## src/rtl/mux8_rr_arbiter.sv

```systemverilog
// -----------------------------------------------------------------------------
// mux8_rr_arbiter
//
// Round-robin arbiter sharing one 8:1 single-bit mux among 8 requesters.
// It registers a one-hot grant and the matching 3-bit mux select, so the bit
// that requester i drives on the mux option bus reaches the mux output while i
// owns the grant. A hold quantum bounds how long one owner keeps the mux while
// other requesters are waiting.
//
// Parameters:
//   QUANTUM      maximum consecutive cycles one owner holds the grant while
//                others wait (1..255)
//   CW           owner_cycles width, derived from QUANTUM
//
// Ports:
//   clk          rising-edge clock
//   rst          asynchronous, active-high reset
//   req[7:0]     request vector; req[i] held high while requester i wants the mux
//   grant[7:0]   registered one-hot grant; all-zero when idle
//   sel[2:0]     registered mux select; index of the grant bit while valid,
//                last owner while idle
//   valid        high when some grant bit is set
//   owner_cycles cycles the current owner has held the grant (1 on the first
//                cycle); 0 when idle
// -----------------------------------------------------------------------------
module mux8_rr_arbiter #(
  parameter int unsigned  QUANTUM = 8,
  localparam int unsigned CW      = $clog2(QUANTUM + 1)
) (
  input  logic          clk,
  input  logic          rst,
  input  logic [7:0]    req,
  output logic [7:0]    grant,
  output logic [2:0]    sel,
  output logic          valid,
  output logic [CW-1:0] owner_cycles
);

  typedef enum logic {
    IDLE = 1'b0,
    BUSY = 1'b1
  } state_e;

  state_e        state_q, state_d;
  logic [7:0]    grant_q, grant_d;
  logic [2:0]    sel_q, sel_d;
  logic [2:0]    ptr_q, ptr_d;          // highest-priority index for the next pick
  logic [CW-1:0] owner_cycles_q, owner_cycles_d;

  // First set bit of mask, scanning base, base+1, ... and wrapping mod 8.
  // Only meaningful when mask is non-zero; callers guard on that.
  function automatic logic [2:0] rr_pick(input logic [7:0] mask,
                                         input logic [2:0] base);
    logic [2:0] idx;
    logic       found;
    rr_pick = base;
    found   = 1'b0;
    for (int k = 0; k < 8; k++) begin
      idx = base + 3'(k);
      if (!found && mask[idx]) begin
        rr_pick = idx;
        found   = 1'b1;
      end
    end
  endfunction

  // ---------------------------------------------------------------------------
  // Arbitration helpers
  // ---------------------------------------------------------------------------
  logic [7:0]    owner_oh;
  logic [7:0]    others;                // requests excluding the current owner
  logic          owner_req;
  logic          quantum_hit;
  logic [2:0]    pick_all;
  logic [2:0]    pick_others;
  logic [CW-1:0] cycles_inc;

  assign owner_oh    = 8'b1 << sel_q;
  assign others      = req & ~owner_oh;
  assign owner_req   = req[sel_q];
  assign quantum_hit = (owner_cycles_q == CW'(QUANTUM));
  assign pick_all    = rr_pick(req, ptr_q);
  assign pick_others = rr_pick(others, ptr_q);
  assign cycles_inc  = owner_cycles_q + CW'(1);

  // ---------------------------------------------------------------------------
  // Next-state logic
  // ---------------------------------------------------------------------------
  logic       do_grant;
  logic [2:0] winner;

  always_comb begin
    // NOTE: every signal written here gets a default first, so no path can
    // leave one unassigned and infer a latch.
    state_d        = state_q;
    grant_d        = grant_q;
    sel_d          = sel_q;
    ptr_d          = ptr_q;
    owner_cycles_d = owner_cycles_q;
    do_grant       = 1'b0;
    winner         = pick_all;

    unique case (state_q)
      IDLE: begin
        if (|req) begin
          do_grant = 1'b1;
          winner   = pick_all;
        end
      end

      BUSY: begin
        if (owner_req && !quantum_hit) begin
          owner_cycles_d = cycles_inc;
        end else if (|others) begin
          // Owner released or used up its quantum while others wait: hand off
          // on this edge, so there is never an idle bubble between owners.
          do_grant = 1'b1;
          winner   = pick_others;
        end else if (owner_req) begin
          // Quantum expired but nobody else wants the mux: renew in place.
          owner_cycles_d = CW'(1);
        end else begin
          // Released with no other requester. sel keeps the last owner so the
          // mux input does not move while idle.
          grant_d        = '0;
          owner_cycles_d = '0;
          state_d        = IDLE;
        end
      end

      default: state_d = IDLE;
    endcase

    if (do_grant) begin
      grant_d        = 8'b1 << winner;
      sel_d          = winner;
      owner_cycles_d = CW'(1);
      ptr_d          = winner + 3'd1;   // wraps 7 -> 0 naturally
      state_d        = BUSY;
    end
  end

  // ---------------------------------------------------------------------------
  // State registers
  // ---------------------------------------------------------------------------
  // NOTE: every control flop takes the async reset so the mux select and grant
  // are known the instant rst rises, not one clock later.
  always_ff @(posedge clk or posedge rst) begin
    if (rst) begin
      state_q        <= IDLE;
      grant_q        <= '0;
      sel_q          <= '0;
      ptr_q          <= '0;
      owner_cycles_q <= '0;
    end else begin
      // NOTE: non-blocking assignments keep all flops updating from the same
      // pre-edge values, independent of statement order.
      state_q        <= state_d;
      grant_q        <= grant_d;
      sel_q          <= sel_d;
      ptr_q          <= ptr_d;
      owner_cycles_q <= owner_cycles_d;
    end
  end

  assign grant        = grant_q;
  assign sel          = sel_q;
  assign valid        = |grant_q;
  assign owner_cycles = owner_cycles_q;

  // ---------------------------------------------------------------------------
  // Structural invariants
  // ---------------------------------------------------------------------------
  a_grant_onehot0: assert property (@(posedge clk) disable iff (rst)
    $onehot0(grant_q));

  a_sel_matches_grant: assert property (@(posedge clk) disable iff (rst)
    grant_q[sel_q] == valid);

  a_cycles_capped: assert property (@(posedge clk) disable iff (rst)
    owner_cycles_q <= CW'(QUANTUM));

  a_idle_cycles_zero: assert property (@(posedge clk) disable iff (rst)
    !valid |-> (owner_cycles_q == '0));

  a_state_matches_valid: assert property (@(posedge clk) disable iff (rst)
    (state_q == BUSY) == valid);

endmodule

```

## config.mk

```make
export PLATFORM = sky130hd
export DESIGN_NAME = mux8_rr_arbiter
export DESIGN_NICKNAME = d
export VERILOG_FILES = /design/src/rtl/mux8_rr_arbiter.sv
export SDC_FILE = /design/constraint.sdc
export NUM_CORES = 1
export LEC_CHECK = 0
export BUFFER_PORTS_ARGS = -buffer_cell sky130_fd_sc_hd__buf_2
export CAP_MARGIN = 20
export CORE_MARGIN = 2
export CORE_UTILIZATION = 27
export CTS_BUF_LIST = sky130_fd_sc_hd__clkbuf_2 sky130_fd_sc_hd__clkbuf_4 sky130_fd_sc_hd__clkbuf_8
export CTS_CLUSTER_SIZE = 20
export DETAILED_ROUTE_END_ITERATION = 8
export MAX_ROUTING_LAYER = met4
export PLACE_DENSITY = 0.5
export SYNTH_ARGS = -nofsm -noshare
export SYNTH_HDL_FRONTEND = slang
export SYNTH_SLANG_ARGS = --single-unit
```

## constraint.sdc

```tcl
create_clock -name clk -period 4.3 [get_ports clk]
set_clock_uncertainty 0.2 [all_clocks]
set_input_delay 0.43 -clock clk [delete_from_list [all_inputs] [get_ports clk]]
set_output_delay 0.43 -clock clk [all_outputs]
set_load 0.005 [all_outputs]
```

---- Word level (Yosys, flattened, before mapping) ----
Cells that the tools add are included.
word-level totals
  logic and storage cells ................. 153
  input port bits ......................... 10
  output and inout bits ................... 16
  bits in registers ....................... 19
cells by class
  eq/ne operators ......................... 5
  bitwise logic cells ..................... 3
  reduce and logical (&&, ||, !) cells .... 36
  shift operators ......................... 2
  add/sub/neg operators ................... 9
  $lt $le $gt $ge ......................... 9
  mux-type cells .......................... 84
operator list
  cell                                                                   number
  1-bit binary-select mux with 3-bit select                              17
  3-bit 2-to-1 mux                                                       16
  1-bit 2-to-1 mux                                                       40
  8-bit 2-to-1 mux                                                       5
  3-bit by 4-bit < comparator with 1-bit output (second input constant)  9
  8-bit OR reduction                                                     3
  4-bit 2-to-1 mux                                                       4
  1-bit by 3-bit << shifter with 8-bit output (first input constant)     2
  1-bit logical AND                                                      15
  1-bit zero test                                                        15
  3-bit adder (second input constant)                                    4
  8-bit bitwise AND                                                      1
  8-bit NOT                                                              1
  3-bit by 1-bit adder with 3-bit output (second input constant)         2
  3-bit by 2-bit adder with 3-bit output (second input constant)         2
  3-bit one-hot mux with 2 select lines                                  1
  4-bit by 1-bit adder with 4-bit output (second input constant)         1
  4-bit equality test (second input constant)                            1
  2-bit != test (second input constant)                                  2
  4-bit AND reduction                                                    1
  3-bit != test (second input constant)                                  1
  2-bit by 1-bit != test with 1-bit output (second input constant)       1
  1-bit one-hot mux with 2 select lines                                  1
  2-bit AND reduction                                                    1
  2 further kinds                                                        2

---- Logic depth before layout (Yosys ltp) ----
Gate-level depths: netlist of the first run.
  depth after elaboration ................. 32
  gate-level depth with buffers ........... 19
  mapped depth without buffers ............ 13

---- Worst setup path before layout of the first run ----
OpenSTA, ideal clock, no wires.
  path kind ............................... register to register
  from .................................... register ptr_q[1]
  to ...................................... register ptr_q[2]
  setup time .............................. 0.134 ns
  setup slack ............................. 0.143 ns
  arrival ................................. 3.823 ns
  buffers on the path ..................... 5
  period minus slack after synthesis ...... 4.157 ns
  data required time ...................... 3.966 ns
  cell stages (with the launch flop) ...... 19
  cell sequence ........................... dfrtp_1 -> buf_2 -> clkinv_1 -> clkbuf_1 -> ha_1 -> buf_2 -> inv_1 -> clkbuf_1 -> mux2i_1 -> a32oi_2 -> or2_0 -> clkbuf_1 -> nor2_1 -> mux2_2 -> a211o_1 -> ha_1 -> ha_1 -> nand2_1 -> o21ai_0
on the way
  word-level cells in the longest chain between the ends .. 28
  elaborated cells on any way between the ends .. 99
  those cells by class .................... 8 x add/sub; 63 x mux; 28 x reduce/logical
RTL lines
  item                                                                                             line  source
  from (decl)                                                                                      47    logic [2:0] ptr_q, ptr_d;
  from (signal assigned)                                                                           161   ptr_q <= ptr_d;
  parallel branches: the longest is 26 deep, another holds 3-bit by 1-bit adder with 3-bit output  -
  3-bit one-hot mux with 2 select lines *                                                          103   unique case (state_q)
  named net winner[1]                                                                              90    logic [2:0] winner;
  3-bit by 1-bit adder with 3-bit output *                                                         138   ptr_d = winner + 3'd1;
Mark *: on every way through the listed nets, which the timed path passes. The select of a mux whose other input is x is not followed.
A chain may end at the register's enable or synchronous reset.

---- Final worst setup path of the first run ----
  from .................................... register ptr_q[0]
  to ...................................... register ptr_q[2]
The elaborated chain is that of the path after synthesis.

==> run metrics, run 1 <==
status=finished clean; Top cell by count, worst path=ha_1; Multi-input gate area=roughly 2400 sq um; final worst path period need=4040 ps; dpl cells=roughly 500; final setup fails=0; Buf/Inv on CP=1; Remaining DRCs=0; Crit path arrival time=slightly below 4000 ps; initial DRC count=approximately 300; Fin. Hold Viols=0; Tcrit/Tclk final=93.9%; Syn Area/Cell=between 8 and 9 sq um; Port Buf Inserts=25; count of cell types in the netlist=between 60 and 70; drt total wl=9250 um; first-pass GRT wire length=15200 um; main combinational cell family by area after synthesis=compound AO/OA/AOI/OAI gates; number of global-route vias before repair=~2900; FP Rows=38; Post-synth EDFFs=0; Rel. slew slack=between 40% and 50%; Top FF cell, synth=dfrtp_1; Max Cap Viol=0; cell accounting for the most synthesized area=mux4_2; initial core utilization=28.0%; top-area cell type share of the netlist area=17.7%; Wirelength per Cell=18.7 um; Synth Area in Compound Gates=around 30%; register bit total from synthesis=19; total gr overflow=0; initial antenna violation count=0; final max-slew violation count=0; # clock sinks=19; async set-reset flop share out of synthesis=100%; clock slew at reported path FFs=70 ps; layout cells sized above 1=a little over a quarter; CP max FO=7; drt first pass iters=5; largest net degree at the start of global routing=21; CP max stage cell=xnor2_1; Routed Antenna Nets=0; Hold Path Class=in -> async; multiplexer share of the synthesized area=27.9%; top post-synthesis cells by area=mux4_2, dfrtp_1, mux2i_1; H-tree depth=1; Worst-Skew Late Latency=about 260 ps; diodes inserted=0; Post-Synth XOR/XNOR Area=under 10%; Max Root-Sink Buffers=2; Via-to-Cell Ratio=about 6.0; cts bufs inserted=3; post-synthesis simple-gate area fraction=13.2%; synth cell count leaders=a21oi_1, mux4_2, nand2_1; post-synthesis sequential area ratio=approximately 16%; Synth Area in Adders=3.68%; CTS tree=done; f_max=~250 MHz; Crit path max-delay family=multiplexers; Worst Setup Start Kind=flip-flop; Worst Tran Pin Value=850 ps; Post-CTS Setup Bufs=0; Worst EP required=roughly 4200 ps; vias=about 3000; CORE AREA=between 10000 and 15000 sq um; RSZ-0062 raised after global routing=no; die area=12200 sq um; Worst path max stage delay=between 600 and 700 ps; Layout Area Growth over Synthesis=10.3%; cell area after synthesis=roughly 3100 sq um; Final nets=~380; CP endpoint kind=flip-flop; FF+latch area=roughly 480 sq um; Post-Syn Nets=between 300 and 400; Post-Layout Cell Count=495; total track usage=between 10% and 20%; CTS Root Buffer Type=clkbuf_8; Setup CP Type=reg -> reg; IO Pins=26; hpwl dp=roughly 7000 um; Die X=between 100 and 150 um; # hold bufs at CTS=0; Syn. warnings=0; synthesized instance count=340; worst path cell trace=inv_1 -> ha_1 -> xnor2_1 -> mux4_2 -> nand2b_1 -> nor3_1 -> mux2_2 -> a211o_1 -> ha_1 -> ha_1 -> nand2_1 -> o21ai_0; setup TNS=0 ps; Die H=approximately 110 um; Filler Cell Count=1161; routability cong.=0.963
flip-flops by register name (all words and copies together) (netlist names):
| signal | flops |
|---|---|
| grant | 8 |
| owner_cycles | 4 |
| ptr_q | 3 |
| sel | 3 |
| state_q | 1 |
per-layer routing:
layer / up-vias / share of wire [%] / global-route usage (%)
li1: 1362 / - / -
met1: 1429 / 45 / 21.0
met2: 137 / 45 / 23.6
met3: 28 / 6.6 / 1.59
met4: 0 / 3.0 / 5.00
met5: - / 0 / -
worst paths after layout:
check / cells after the start / end / from / slack (ps)
worst max-delay path: 12 / ptr_q[2]$_DFFE_PP0P_ / ptr_q[0]$_DFFE_PP0P_ / 260
worst min register to register: 1 / owner_cycles[3]$_DFFE_PP0P_ / owner_cycles[3]$_DFFE_PP0P_ / 300
worst max register to register: 12 / ptr_q[2]$_DFFE_PP0P_ / ptr_q[0]$_DFFE_PP0P_ / 260
worst min-delay path: 2 / grant[1]$_DFFE_PP0P_ / rst / 90
min in group clk: 1 / owner_cycles[3]$_DFFE_PP0P_ / owner_cycles[3]$_DFFE_PP0P_ / 300
max in group asynchronous: 2 / sel[0]$_DFFE_PP0P_ / rst / 3350
worst reg2reg max path: stages (launching register included):
cell and delay [ps]:
dfrtp_1 470, inv_1 130, ha_1 260, xnor2_1 690
mux4_2 660, nand2b_1 170, nor3_1 90, mux2_2 280
a211o_1 350, ha_1 240, ha_1 270, nand2_1 60
o21ai_0 70
metrics by stage:
stage	hold slack (ps)	setup slack (ps)	cell area, sq um	util [%]
after floorplan	181	143	3060	-
after global placement	288	336	3310	30.3
after detailed placement	297	282	3310	30.3
after CTS	117	241	3360	30.8
after global routing	174	25.5	3370	30.8
final	86.7	264	3370	30.8
placed cells by master, fill, tap and decap left out, types with 3 or more instances in the layout:
cell	synthesis	routed
a211o_1	4	4
nand3_1	5	5
nor3_1	7	7
xnor2_1	5	4
mux4_2	24	24
buf_2	6	25
a21boi_0	4	4
nor2b_1	4	4
xor2_2	3	3
nor3b_1	3	3
and2_1	3	3
o21a_1	7	7
o211ai_1	10	10
and3_1	3	3
or2_2	3	3
clkbuf_8	0	3
o21ai_0	20	20
mux2_2	11	11
buf_4	3	15
mux2i_1	15	15
dfrtp_1	19	19
nand2_1	24	24
a22o_1	3	3
a32o_1	7	7
a21oi_1	24	24
nor4_1	4	4
a211oi_1	8	8
nor2_1	22	22
ha_1	9	8
inv_1	12	12
nand2b_1	3	3
a31oi_1	4	4
final cells by class:
cell class / instances / share of cell area (%)
multi-input combinational: 277 / 70.5
sequential: 19 / 14.1
timing repair buffer: 40 / 7.05
tap: 140 / 5.19
inverter: 15 / 1.67
clock buffer: 4 / 1.45
kinds of logic after synthesis:
| group | Yosys count |
|---|---|
| AO/OA/AOI/OAI | 124 |
| XOR/XNOR | 8 |
| adder cells (fa/ha/maj) | 9 |
| buffers and inverters | 44 |
| flip-flops | 19 |
| multiplexers | 52 |
| AND/OR/NAND/NOR | 84 |
repair_timing:
item / in CTS / in global routing
setup endpoints to repair: 0 / 1
endpoints found under the hold margin: 0 / 0
resized for setup: 0 / 2
Power of run 1 is not shown: default switching activity piles up to over one toggle a cycle in this logic, so the estimate is an artifact.
==> run 2, diff against run 1 <==
Settings changed: BUFFER_PORTS_ARGS -buffer_cell sky130_fd_sc_hd__buf_2 to not set, CAP_MARGIN 20 to not set, DONT_BUFFER_PORTS set to 1, PLACE_DENSITY 0.5 to 0.48.
==> run metrics, run 2 (same netlist as run 1, synthesis figures left out) <==
drt first pass iters=5; failing checks=hold timing; CP max stage cell=xor2_2; Filler Cell Count=1168; Max Root-Sink Buffers=2; Buf/Inv on CP=3; Tcrit/Tclk final=between 90 and 100%; Worst-Skew Late Latency=between 200 and 300 ps; Via-to-Cell Ratio=around 6.1; routability cong.=~0.9; number of global-route vias before repair=a little under 3000; final setup fails=0; drt total wl=around 9600 um; Remaining DRCs=0; CORE AREA=between 10000 and 15000 sq um; layout cells sized above 1=a little over a fifth; Multi-input gate area=~2400 sq um; RSZ-0062 raised after global routing=no; finished layout cell area=between 3000 and 4000 sq um; Die X=110 um; Wirelength per Cell=20.3 um; CTS Root Buffer Type=clkbuf_8; first-pass GRT wire length=around 16000 um; largest net degree at the start of global routing=23; total track usage=about 16%; Post-CTS Setup Bufs=0; Worst R2R Start=ptr_q[0]$_DFFE_PP0P_; CTS tree=done; Die H=about 110 um; Hold Path Class=in -> async; FF+latch area=475 sq um; IO Pins=26; die area=about 12000 sq um; FF-to-FF End=ptr_q[2]$_DFFE_PP0P_; initial core utilization=approximately 28%; CP max FO=9; initial antenna violation count=0; total gr overflow=0; worst r2r path cells=15; cts bufs inserted=3; hpwl dp=7330 um; hold_ws=-11.7 ps; H-tree depth=1; Fin. Hold Viols=19; Placement Cell Area=roughly 3200 sq um; Worst Tran Pin Value=~1100 ps; Final nets=roughly 350; FP Rows=38; Routed Antenna Nets=0; commonest cells after routing, fill and taps aside=nand2_1, mux4_2, a21oi_1; Crit path max-delay family=XOR/XNOR gates; Crit path arrival time=3970 ps; vias=2904; status=finished, violations left; max reg flops=8; Worst path max stage delay=460 ps; Worst EP required=~4200 ps; Layout Area Growth over Synthesis=6.50%; CP endpoint kind=flip-flop; Port Buf Inserts=0; Setup CP Type=reg -> reg; Final Util=between 20% and 30%; initial DRC count=roughly 210; # hold bufs at CTS=0; diodes inserted=0; clock slew at reported path FFs=70 ps; FF-to-FF setup slack=~230 ps; final worst path period need=a little over 4000 ps; worst path cell trace=buf_4 -> ha_1 -> buf_4 -> xor2_2 -> o211ai_1 -> and3_1 -> o2111ai_2 -> buf_4 -> a211o_1 -> a31oi_1 -> xnor2_1 -> ha_1 -> ha_1 -> nand2_1 -> o21ai_0; final max-slew violation count=0; f_max=246 MHz; Rel. slew slack=about 29%; Max Cap Viol=0; Resize count post-CTS=0; Worst Setup Start Kind=flip-flop; # clock sinks=19; setup TNS=0 ps
## run 2: cell types whose count changed in the layout (fill, tap and decap cells not counted), sizes merged
cell,change
buf,-22
clkbuf,-1
clkinv,+1
## run 2: cell type report
class	instances	share of cell area [%]
Inverter	15	1.73
Timing Repair Buffer	18	4.15
Clock buffer	3	1.27
Clock inverter	1	0.154
Sequential cell	19	14.6
Multi-Input combinational cell	277	72.7
Tap cell	140	5.38
## run 2: routing by layer
metal	up-vias	GRT usage, %	share of wire (%)
li1	1313	-	-
met3	25	1.43	4.9
met4	0	5.42	2.7
met1	1454	20.5	43
met2	112	26.3	49
met5	-	-	0
## run 2: worst max path at each step
stage	start	end	slack (ps)	cells past startpoint
global route	ptr_q[0]$_DFFE_PP0P_	ptr_q[2]$_DFFE_PP0P_	10	15
finish	ptr_q[0]$_DFFE_PP0P_	ptr_q[2]$_DFFE_PP0P_	230	15
detailed placement	ptr_q[0]$_DFFE_PP0P_	ptr_q[2]$_DFFE_PP0P_	280	13
CTS	ptr_q[0]$_DFFE_PP0P_	ptr_q[2]$_DFFE_PP0P_	270	13
global placement	ptr_q[0]$_DFFE_PP0P_	ptr_q[2]$_DFFE_PP0P_	220	13
floorplan	ptr_q[1]$_DFFE_PP0P_	ptr_q[2]$_DFFE_PP0P_	140	18
## run 2: stage by stage
stage / setup slack, ps / hold slack [ps] / std cells
detailed placement: 281 / 295 / 469
global placement: 223 / 287 / 469
CTS: 266 / 15.7 / 473
floorplan: 143 / 181 / 340
finish: 235 / -11.7 / 473
global route: 13.8 / 49.1 / 473
## run 2: worst register-to-register path: cells and delay by family (launching register included)
family	cells	cell delay, ps
AO/OA/AOI/OAI	5	810
XOR/XNOR	2	870
adder cells (fa/ha/maj)	3	800
buffers and inverters	3	570
flip-flops	1	350
AND/OR/NAND/NOR	2	310
Power of run 2 is left out for the same reason.
